File: config.mk
export PLATFORM = sky130hd
export DESIGN_NAME = ov7670_stream_gen
export DESIGN_NICKNAME = d
export VERILOG_FILES = /design/src/rtl/ov7670_stream_gen.sv
export SDC_FILE = /design/constraint.sdc
export NUM_CORES = 1
export LEC_CHECK = 0
export BUFFER_PORTS_ARGS = -buffer_cell sky130_fd_sc_hd__buf_2
export CAP_MARGIN = 20
export CORE_ASPECT_RATIO = 1.25
export CORE_MARGIN = 4
export CORE_UTILIZATION = 40
export DETAILED_ROUTE_END_ITERATION = 7
export PLACE_DENSITY_LB_ADDON = 0.15
export SLEW_MARGIN = 0
export SYNTH_ARGS = -nofsm -noshare
export SYNTH_HDL_FRONTEND = slang
export SYNTH_SLANG_ARGS = --single-unit
File: constraint.sdc
create_clock -name clk -period 4.5 [get_ports clk]
set_input_delay 0.45 -clock clk [delete_from_list [all_inputs] [get_ports clk]]
set_output_delay 0.45 -clock clk [all_outputs]
set_load 0.05 [all_outputs]
File: src/rtl/ov7670_stream_gen.sv
// Synthetic OV7670 parallel-output source: PCLK/VSYNC/HREF plus an RGB565 byte stream, high byte first.
// Define OV7670_GEN_SWAP_RB_EN to exchange the R and B fields of every pixel before the byte split.
module ov7670_stream_gen #(
  parameter int unsigned c_img_cols    = 80,
  parameter int unsigned c_img_rows    = 60,
  parameter int unsigned c_hblank      = 16,
  parameter int unsigned c_vsync_lines = 3,
  parameter int unsigned c_vbp_lines   = 2,
  parameter int unsigned c_vfp_lines   = 2
) (
  input  logic       clk,
  input  logic       rst,
  input  logic       en,
  input  logic [1:0] pattern,
  output logic       pclk,
  output logic       vsync,
  output logic       href,
  output logic [7:0] d,
  output logic       busy,
  output logic       frame_done
);

  localparam int unsigned c_act_bytes   = 2 * c_img_cols;
  localparam int unsigned c_line        = c_act_bytes + c_hblank;
  localparam int unsigned c_first_act   = c_vsync_lines + c_vbp_lines;
  localparam int unsigned c_first_vfp   = c_first_act + c_img_rows;
  localparam int unsigned c_total_lines = c_first_vfp + c_vfp_lines;
  localparam int unsigned c_bw          = $clog2(c_line);
  localparam int unsigned c_lw          = $clog2(c_total_lines + 1);
  localparam int unsigned c_cw          = $clog2(c_img_cols);
  localparam int unsigned c_rw          = $clog2(c_img_rows);

  typedef enum logic [2:0] {
    S_IDLE,
    S_VSYNC,
    S_VBP,
    S_ACTIVE,
    S_VFP
  } state_t;

  state_t            state;
  state_t            nxt_phase;
  logic [c_bw-1:0]   byte_cnt;
  logic [c_bw-1:0]   nxt_byte;
  logic [c_lw-1:0]   line_cnt;
  logic [c_lw-1:0]   nxt_line;
  logic [1:0]        pat;
  logic              line_end;
  logic              frame_end;
  logic              nxt_href;
  logic [7:0]        nxt_d;
  logic [c_cw-1:0]   col;
  logic [c_rw-1:0]   row;
  logic [15:0]       col16;
  logic [15:0]       row16;
  logic [12:0]       pix_idx;
  logic [15:0]       pix;
  logic [15:0]       pix_out;

  // Position of the byte tick that follows the one currently on the outputs.
  always_comb begin
    line_end  = (byte_cnt == c_bw'(c_line - 1));
    frame_end = line_end && (line_cnt == c_lw'(c_total_lines - 1));
    nxt_byte  = line_end ? '0 : byte_cnt + c_bw'(1);
    nxt_line  = line_end ? line_cnt + c_lw'(1) : line_cnt;
    if (nxt_line < c_lw'(c_vsync_lines)) begin
      nxt_phase = S_VSYNC;
    end else if (nxt_line < c_lw'(c_first_act)) begin
      nxt_phase = S_VBP;
    end else if (nxt_line < c_lw'(c_first_vfp)) begin
      nxt_phase = S_ACTIVE;
    end else begin
      nxt_phase = S_VFP;
    end
    nxt_href = (nxt_phase == S_ACTIVE) && (nxt_byte < c_bw'(c_act_bytes));
  end

  // Test-pattern pixel for the upcoming byte and its byte-lane selection.
  always_comb begin
    row     = c_rw'(nxt_line - c_lw'(c_first_act));
    col     = c_cw'(nxt_byte >> 1);
    col16   = 16'(col);
    row16   = 16'(row);
    pix_idx = 13'(row16 * 16'(c_img_cols) + col16);
    case (pat)
      2'd0:    pix = 16'hF800;
      2'd1:    pix = {col16[4:0], row16[5:0], col16[4:0]};
      2'd2:    pix = {3'b000, pix_idx};
      default: pix = (col16[3] ^ row16[3]) ? 16'hFFFF : 16'h0000;
    endcase
`ifdef OV7670_GEN_SWAP_RB_EN
    pix_out = {pix[4:0], pix[10:5], pix[15:11]};
`else
    pix_out = pix;
`endif
    if (!nxt_href) begin
      nxt_d = 8'h00;
    end else if (nxt_byte[0]) begin
      nxt_d = pix_out[7:0];
    end else begin
      nxt_d = pix_out[15:8];
    end
  end

  // Frame sequencer; outputs change only on the clk where pclk falls.
  always_ff @(posedge clk or posedge rst) begin
    if (rst) begin
      state      <= S_IDLE;
      pclk       <= 1'b0;
      vsync      <= 1'b0;
      href       <= 1'b0;
      d          <= 8'h00;
      busy       <= 1'b0;
      frame_done <= 1'b0;
      byte_cnt   <= '0;
      line_cnt   <= '0;
      pat        <= 2'd0;
    end else begin
      pclk       <= ~pclk;
      frame_done <= 1'b0;
      if (pclk) begin
        case (state)
          S_IDLE: begin
            if (en) begin
              state    <= S_VSYNC;
              pat      <= pattern;
              byte_cnt <= '0;
              line_cnt <= '0;
              busy     <= 1'b1;
              vsync    <= 1'b1;
              href     <= 1'b0;
              d        <= 8'h00;
            end
          end
          default: begin
            if (frame_end) begin
              frame_done <= 1'b1;
              byte_cnt   <= '0;
              line_cnt   <= '0;
              href       <= 1'b0;
              d          <= 8'h00;
              if (en) begin
                state <= S_VSYNC;
                pat   <= pattern;
                vsync <= 1'b1;
              end else begin
                state <= S_IDLE;
                busy  <= 1'b0;
                vsync <= 1'b0;
              end
            end else begin
              state    <= nxt_phase;
              byte_cnt <= nxt_byte;
              line_cnt <= nxt_line;
              vsync    <= (nxt_phase == S_VSYNC);
              href     <= nxt_href;
              d        <= nxt_d;
            end
          end
        endcase
      end
    end
  end

endmodule

==> flow_summary.json <==
{
  "drc": 0,
  "die_area_sq_um": 8590,
  "antenna_found_initial": 0,
  "holdWs_ps": 246,
  "cts_tree": "done",
  "initial_core_util_pct": 41.1,
  "synth_edf_count": 0,
  "postCtsSetupBuffers": 0,
  "grt_max_degree": 34,
  "fin_crit_sh_pct": 93.0,
  "syn_nets": 352,
  "seq_area_frac_synth_pct": 28.8,
  "dp_hpwl_mm": 5.86,
  "required_ps": 4720,
  "worst_pin_slew_ps": 844,
  "path_clk_slew_ps": 80,
  "synthToLayoutAreaGrowth_pct": 8.65,
  "setup_slack_ps": 314,
  "period_needed_ps": 4190,
  "layout-drive-gt1-share_pct": 16.3,
  "yosysWarnings": 0,
  "rsz0062_at_grt": "false",
  "antenna_cells": 0,
  "crit_type": "flip-flop to flip-flop",
  "cts_buffers": 5,
  "cts_buffer_depth": 2,
  "vias": 2485,
  "ys_types": 70,
  "grt_pass1_wl_mm": 13.0,
  "clock_latency_ps": 290,
  "mostFrequentLayoutCells": "nand2_1 (35), dfrtp_1 (32), o21ai_0 (30)",
  "final_common_cell": "nand2_1",
  "fmax_mhz": 239,
  "setup_viol": 0,
  "cap_violations": 0,
  "avgSynthCellArea_sq_um": 8.63,
  "synthArstFlopShare_pct": 100,
  "io_buffers": 17,
  "grt_usage_pct": 18.9,
  "drt_first_pass_iters": 4,
  "core_sq_um": 6980,
  "skew_ps": 6.48,
  "slew_headroom_pct": 43.2,
  "cts_max_level": 2,
  "finalMaxSlewViolations": 0,
  "synth_area_sq_um": 2870,
  "critPathArrivalTime_ps": 4410,
  "die_w_um": 83.7,
  "die_h_um": 103,
  "drtIter0Drc": 182,
  "vias_per_cell": 5.73,
  "min_path_type": "input port to async pin",
  "top_level_ports": 18,
  "syn_inst": 332,
  "ys_seq_elements": 33,
  "root_buffer": "clkbuf_8",
  "start_kind": "flip-flop",
  "synth_ff_type": "dfrtp_1",
  "place_ws_ps": 255,
  "ant_nets": 0,
  "outcome": "completed",
  "cp_max_fo": 11,
  "rows": 34,
  "routed_wl_mm": 7.72,
  "layout.nets": 363,
  "overflow": 0,
  "cts_num_sinks": 33,
  "first_global_vias": 2443,
  "fin_setup_tns_ps": 0,
  "place.gp.congestion": 0.856,
  "crit_path_end_kind": "flip-flop",
  "wl_per_cell_um": 17.8,
  "final_hold_viol_count": 0
}
-- metal layers --
layer / vias to the layer above / track usage (%) / wire [um] / part of all wire [%]
met5: - / 0 / 0 / 0
met4: 0 / 4.21 / 133 / 1.7
met3: 8 / 2.24 / 182 / 2.4
met2: 47 / 34.3 / 4040 / 52
met1: 1218 / 24.4 / 3370 / 44
li1: 1212 / - / - / -
-- synthesized netlist by cell type, types with 5 or more instances --
library cell / number / area, sq um
dfrtp_1: 33 / 826
ha_1: 13 / 163
nand2_1: 35 / 131
nor2_1: 20 / 75.1
nor3_1: 6 / 30.0
nand2b_1: 6 / 37.5
clkbuf_1: 9 / 33.8
nand3_1: 15 / 75.1
a31oi_1: 5 / 31.3
a21oi_1: 17 / 85.1
inv_1: 18 / 67.6
o21ai_0: 30 / 150
xor2_1: 5 / 43.8
xnor2_1: 18 / 158
a21o_1: 5 / 37.5
-- cells by family (layout without fill, tap and decap cells) --
logic type,count (synthesis),count (layout),share of synthesized area [%]
AO/OA/AOI/OAI,97,97,23.0
XOR/XNOR,26,26,9.17
adder cells (fa/ha/maj),16,16,7.42
buffers and inverters,37,49,6.29
flip-flops,33,33,28.8
multiplexers,6,6,2.40
AND/OR/NAND/NOR,117,117,22.9
-- worst max-delay path, stage by stage (launching register included) --
cell	delay (ps)
dfrtp_2	460
ha_1	320
nand3_4	200
nor3_4	340
mux2_2	370
o22ai_1	170
xor2_1	330
ha_1	220
inv_1	60
fa_1	450
xnor2_1	210
and2b_1	200
nand2b_1	90
xnor2_1	220
nor2_1	60
o31a_1	290
o21ai_1	110
-- state kept, by name, indices dropped and copies added (netlist names) --
signal	cells
busy	1
byte_cnt	8
pclk	1
href	1
d	8
line_cnt	7
frame_done	1
pat	2
vsync	1
state	3
-- layout make-up --
type                    count  area (sq um)
fillers                   715          3860
multi-input cells         262          1860
flip-flops and latches     33           827
repair buffers             23           130
well taps                  90           113
clock buffers               7          86.3
inverters                  18          67.6
clock inverters             1          30.0
-- metrics by stage --
step	instances	utilization (%)	cell area, sq um
after floorplan	332	-	2870
after global placement	426	42.9	3000
after detailed placement	426	42.9	3000
after CTS	434	44.6	3110
after global routing	434	44.6	3110
final	434	44.6	3110
-- timing repair --
| action | in CTS | in global routing |
|---|---|---|
| endpoints found under the setup margin | 0 | 3 |
| hold buffers | 0 | 0 |
| gates resized for setup | 0 | 1 |
-- final timing paths --
| path | startpoint | endpoint | slack (ps) | cells past startpoint |
|---|---|---|---|---|
| max | byte_cnt[0]$_DFFE_PP0P_ | d[2]$_DFFE_PP0P_ | 310 | 16 |
| min | rst | d[4]$_DFFE_PP0P_ | 250 | 3 |
| max reg2reg | byte_cnt[0]$_DFFE_PP0P_ | d[2]$_DFFE_PP0P_ | 310 | 16 |
| min reg2reg | href$_DFFE_PP0P_ | href$_DFFE_PP0P_ | 480 | 2 |
| max in group asynchronous | rst | byte_cnt[0]$_DFFE_PP0P_ | 3900 | 3 |
| min in group clk | pattern[0] | pat[0]$_DFFE_PP0P_ | 360 | 3 |
Power is left out: the tool's default activity adds up to more than one toggle a clock period on the data nets, which glitch-free logic cannot reach.
